**config.mk**
```make
export PLATFORM = sky130hd
export DESIGN_NAME = gpr_wb_sched
export DESIGN_NICKNAME = d
export VERILOG_FILES = /design/src/rtl/gpr_wb_sched.sv
export SDC_FILE = /design/constraint.sdc
export NUM_CORES = 1
export LEC_CHECK = 0
export CORE_MARGIN = 2
export CORE_UTILIZATION = 26
export DETAILED_ROUTE_END_ITERATION = 12
export GPL_TIMING_DRIVEN = 1
export PLACE_DENSITY = 0.46
export SYNTH_ARGS = -nofsm -noshare
export SYNTH_HDL_FRONTEND = slang
export SYNTH_SLANG_ARGS = --single-unit
```
**constraint.sdc**
```tcl
create_clock -name clk -period 9.08 [get_ports clk]
set_clock_uncertainty 0.2 [all_clocks]
set_input_delay 1.362 -clock clk [delete_from_list [all_inputs] [get_ports clk]]
set_output_delay 1.362 -clock clk [all_outputs]
set_load 0.05 [all_outputs]
```
**src/rtl/gpr_wb_sched.sv**
```systemverilog
// Write-back scheduler and scoreboard for the 32x32 register file.
// Arbitrates the single RF write port between the main pipe write-back
// (always wins) and a small FIFO of long-latency results, tracks registers
// with an outstanding long-latency write, and throttles the main pipe via
// wb_block when buffered results have been starved too long.
module gpr_wb_sched #(
   parameter int FIFO_DEPTH   = 2,
   parameter int STARVE_LIMIT = 8
) (
   input  logic        clk,
   input  logic        rst,
   input  logic        issue_valid,
   input  logic [4:0]  issue_rj,
   input  logic [4:0]  issue_rkd,
   input  logic [4:0]  issue_rd,
   input  logic        issue_rd_we,
   input  logic        issue_is_long,
   output logic        issue_stall,
   input  logic        wb_valid,
   input  logic [4:0]  wb_rd,
   input  logic [31:0] wb_data,
   output logic        wb_block,
   input  logic        ll_valid,
   input  logic [4:0]  ll_rd,
   input  logic [31:0] ll_data,
   output logic        ll_ready,
   output logic        rf_we,
   output logic [4:0]  rf_rd,
   output logic [31:0] rf_data
);

   localparam int AW = $clog2(FIFO_DEPTH);
   localparam int CW = AW + 1;
   localparam logic [CW-1:0] FULL_CNT  = CW'(FIFO_DEPTH);
   localparam logic [4:0]    LIMIT_CNT = 5'(STARVE_LIMIT);

   // FIFO storage carries data only, so it is not reset
   logic [4:0]    rd_mem_q   [FIFO_DEPTH];
   logic [4:0]    rd_mem_d   [FIFO_DEPTH];
   logic [31:0]   data_mem_q [FIFO_DEPTH];
   logic [31:0]   data_mem_d [FIFO_DEPTH];

   logic [AW-1:0] wr_ptr_q, wr_ptr_d;
   logic [AW-1:0] rd_ptr_q, rd_ptr_d;
   logic [CW-1:0] count_q, count_d;
   logic [31:0]   busy_q, busy_d;
   logic [3:0]    starve_q, starve_d;
   logic          wb_block_q, wb_block_d;

   logic          empty;
   logic          full;
   logic          push;
   logic          pop;
   logic          inc;
   logic          clear;
   logic [4:0]    head_rd;
   logic [31:0]   head_data;
   logic [31:0]   popmask;
   logic [31:0]   eff;
   logic [31:0]   setmask;
   logic          issue_acc;
   logic [4:0]    starve_sum;

   // FIFO status, handshake and write-port arbitration (main pipe has priority)
   always_comb begin
      empty     = (count_q == '0);
      full      = (count_q == FULL_CNT);
      ll_ready  = !full;
      push      = ll_valid && !full;
      head_rd   = rd_mem_q[rd_ptr_q];
      head_data = data_mem_q[rd_ptr_q];
      pop       = !wb_valid && !empty;
      rf_we     = 1'b0;
      rf_rd     = 5'd0;
      rf_data   = 32'd0;
      if (wb_valid) begin
         rf_we   = 1'b1;
         rf_rd   = wb_rd;
         rf_data = wb_data;
      end else if (!empty) begin
         rf_we   = 1'b1;
         rf_rd   = head_rd;
         rf_data = head_data;
      end
   end

   // Hazard check against the scoreboard, releasing the register popped this
   // cycle since the RF forwards same-cycle writes
   always_comb begin
      popmask     = pop ? (32'd1 << head_rd) : 32'd0;
      eff         = busy_q & ~popmask;
      issue_stall = issue_valid &&
                    (eff[issue_rj] | eff[issue_rkd] | (issue_rd_we & eff[issue_rd]));
      issue_acc   = issue_valid && !issue_stall;
      setmask     = (issue_acc && issue_is_long && issue_rd_we && (issue_rd != 5'd0))
                    ? (32'd1 << issue_rd) : 32'd0;
      busy_d      = ((busy_q & ~popmask) | setmask) & 32'hFFFF_FFFE;
   end

   // FIFO pointer, occupancy and storage next-state
   always_comb begin
      wr_ptr_d   = wr_ptr_q;
      rd_ptr_d   = rd_ptr_q;
      rd_mem_d   = rd_mem_q;
      data_mem_d = data_mem_q;
      if (push) begin
         rd_mem_d[wr_ptr_q]   = ll_rd;
         data_mem_d[wr_ptr_q] = ll_data;
         wr_ptr_d             = wr_ptr_q + AW'(1);
      end
      if (pop) begin
         rd_ptr_d = rd_ptr_q + AW'(1);
      end
      count_d = count_q + CW'(push) - CW'(pop);
   end

   // Starvation counter; wb_block drops the cycle after any pop
   always_comb begin
      inc        = !empty && wb_valid;
      clear      = pop || empty;
      starve_sum = {1'b0, starve_q} + 5'(inc);
      starve_d   = 4'd0;
      wb_block_d = 1'b0;
      if (!clear) begin
         starve_d   = (starve_sum > 5'd15) ? 4'd15 : starve_sum[3:0];
         wb_block_d = (starve_sum >= LIMIT_CNT);
      end
      wb_block = wb_block_q;
   end

   // Control state: scoreboard, FIFO pointers, starvation tracking
   always_ff @(posedge clk or posedge rst) begin
      if (rst) begin
         wr_ptr_q   <= '0;
         rd_ptr_q   <= '0;
         count_q    <= '0;
         busy_q     <= '0;
         starve_q   <= '0;
         wb_block_q <= 1'b0;
      end else begin
         wr_ptr_q   <= wr_ptr_d;
         rd_ptr_q   <= rd_ptr_d;
         count_q    <= count_d;
         busy_q     <= busy_d;
         starve_q   <= starve_d;
         wb_block_q <= wb_block_d;
      end
   end

   // Result storage
   always_ff @(posedge clk) begin
      rd_mem_q   <= rd_mem_d;
      data_mem_q <= data_mem_d;
   end

endmodule

```
==> flow_metrics.tcl <==
set metrics [dict create \
    status "finished, final reports clean" \
    grt_overflow 0 \
    synth_seq_cells 113 \
    coreArea_mm2 0.0250 \
    grt_pass1_wl_um 34100 \
    vias 5789 \
    hold_buffers 0 \
    cts_tree "yes" \
    drive_above_1_share_pct 10.4 \
    layout.nets 846 \
    postPlaceCellArea_mm2 0.00819 \
    required_ns 7.52 \
    reg2reg_depth 10 \
    routed_via_density 5.32 \
    p_per_area_mw_per_mm2 257 \
    finalMaxSlewViolations 0 \
    hold_viol_final 0 \
    period_minus_slack_ns 7.09 \
    hpwl_um 15400 \
    top_usage_layer "met2" \
    antenna_found_initial 0 \
    fmaxAchievable_mhz 141 \
    clk_latency_ns 0.42 \
    fin_area_mm2 0.00879 \
    r2r_start "count_q[1]" \
    synth-seq-area-share_pct 48.9 \
    finalPower_mw 2.26 \
    grt_start_max_net_pins 45 \
    syn_to_final_growth_pct 34.4 \
    post-route-period-util_pct 78.1 \
    rsz0062_at_grt "no" \
    multiInputGateArea_mm2 0.00308 \
    grt_util_met1_pct 23.1 \
    synth_area_mm2 0.00654 \
    first_pass_iters 5 \
    htree_levels 4 \
    holdCritStartpoint "busy_q[31]" \
    hold-worst-slack_ns 0.337 \
    nFillCells 2544 \
    regToRegSetupSlack_ns 4.96 \
    drtIter0Drc 551 \
    grt_pass1_vias 5931 \
    syn_inst 622 \
    worst_hold_path_type "flip-flop to flip-flop" \
    dieWidth_um 163 \
    diodes 0 \
    clock-sinks 113 \
    postCtsSetupBuffers 0 \
    initial_utilization_pct 26.2 \
    tns_ns 0 \
    min_to "busy_q[31]" \
    worst_slack_ns 1.99 \
    cts_buffers 17 \
    syn_area_per_cell_um2 10.5 \
    cp_data_arrival_time_ns 5.53 \
    async_flop_share_pct 34.5 \
    r2r-end "busy_q[2]" \
    yosysWarnings 0 \
    post_drt_wl_per_cell_um 20.2 \
    die_h_um 163 \
    ant_nets 0 \
    p_leak_nw 3.18 \
    cts_root_buf "clkbuf_16" \
    tightest_slew_ns 0.990 \
    port_buffers 136 \
    synth.area.top_cells "edfxtp_1 34%, dfrtp_1 15%, mux2i_1 5.7%" \
    die_area_mm2 0.0264 \
    globalplace.congestion 0.933 \
    synth_top_area_cell "edfxtp_1" \
    path_clk_slew_ns 0.06 \
    synth_top_area_share_pct 34.0 \
    regArea_mm2 0.00320 \
    hold_depth 2 \
    post-place-ws_ns 1.97 \
    max_slew_margin_pct 33.4 \
    drv_cap 0 \
    critPathCaptureType "primary output" \
    grt_usage_pct 16.9 \
    cts_buffer_depth 2 \
    synth_edf_count 74 \
    irDropWorstVdd_mv 0.138 \
    cts.repair.resized 0 \
    finalWirelength_um 22000 \
    synthFlopType "edfxtp_1" \
    cp-start-kind "input pin" \
    io_pins 137 \
    worstSetupPathType "input pin to primary output" \
    synth_cell_types 81 \
    drc 0 \
    use_met2_pct 25.7 \
    placementRows 58 \
    setup_viol 0 \
    critPathMaxFanout 44 \
    met3_usage_pct 4.71 \
    synth_fp_nets 722 \
]
==> final cells by class <==
class | instances | area share, %
Sequential cell | 113 | 36.4
Multi-Input combinational cell | 452 | 35.0
Timing Repair Buffer | 146 | 16.3
Clock buffer | 18 | 4.88
Tap cell | 330 | 4.70
Clock inverter | 14 | 1.94
Inverter | 16 | 0.683
==> worst max path at each step <==
| stage | startpoint | endpoint | slack, ns |
|---|---|---|---|
| after global routing | wb_valid | issue_stall | 1.71 |
| after CTS | wb_valid | issue_stall | 1.96 |
| final | wb_valid | issue_stall | 1.99 |
| after floorplan | issue_rd[1] | issue_stall | 3.82 |
| after global placement | wb_valid | issue_stall | 2.02 |
| after detailed placement | wb_valid | issue_stall | 1.97 |
==> sequential cells by signal, indices dropped and copies added (netlist names) <==
| name | count |
|---|---|
| count_q | 2 |
| rd_mem_q | 10 |
| busy_q | 31 |
| starve_q | 4 |
| data_mem_q | 64 |
| rd_ptr_q | 1 |
| wr_ptr_q | 1 |
==> synth_stat cells (5+ instances only) <==
master / n
nand2_1: 97
nand2b_1: 6
o21ai_1: 7
and3_1: 5
a211oi_1: 6
dfrtp_1: 39
clkbuf_1: 27
a31oi_1: 6
o21ai_0: 59
o31ai_1: 15
buf_6: 6
o2111ai_1: 8
inv_1: 14
nor2b_1: 6
edfxtp_1: 74
a21oi_1: 11
nand3_1: 7
nor2_1: 32
nor3_1: 9
mux2i_1: 37
o211ai_1: 25
o211a_1: 6
o31ai_2: 9
==> where the power goes <==
group	switching [mW]	total (mW)	internal [mW]
combinational	0.557	0.842	0.285
clock	0.266	0.680	0.414
sequential	0.0682	0.738	0.670
==> stage by stage <==
step,util (%),instances
finish,35.2,1089
global route,35.2,1089
CTS,35.2,1089
detailed placement,32.8,1057
global placement,32.8,1057
floorplan,-,622
==> kinds of logic after synthesis <==
| kind of cell | after synthesis | share of synthesized area [%] |
|---|---|---|
| AO/OA/AOI/OAI | 207 | 24.1 |
| AND/OR/NAND/NOR | 193 | 14.2 |
| flip-flops | 113 | 48.9 |
| buffers and inverters | 57 | 4.11 |
| multiplexers | 42 | 7.10 |
| XOR/XNOR | 6 | 0.804 |
| adder cells (fa/ha/maj) | 4 | 0.766 |
==> layer usage <==
layer / vias up / routed length, µm
met5: - / 0
met4: 0 / 548
met3: 45 / 1890
met2: 306 / 9730
met1: 2806 / 9860
li1: 2632 / -
==> cell usage in the layout (no fill, tap or decap), types with 8 or more instances in the layout <==
cell type,n
edfxtp_1,74
o31ai_1,15
nor3_1,9
o31ai_2,9
nand2_1,97
inv_1,14
nor2_1,31
clkdlybuf4s50_1,136
mux2i_1,37
o2111ai_1,8
dfrtp_1,38
clkbuf_16,17
a21oi_1,11
buf_4,10
o21ai_0,59
o211ai_1,25
==> worst max-delay path, stage by stage <==
cell,delay (ns)
clkdlybuf4s50_1,0.45
buf_4,0.34
o21bai_4,0.48
inv_2,0.28
o211ai_1,0.35
o21ai_0,0.28
o221ai_1,0.26
nor4b_1,0.08
or4_1,0.60
o31ai_4,0.09
o21a_1,0.16
clkdlybuf4s50_1,0.80
(Power assumes the default switching activity.)
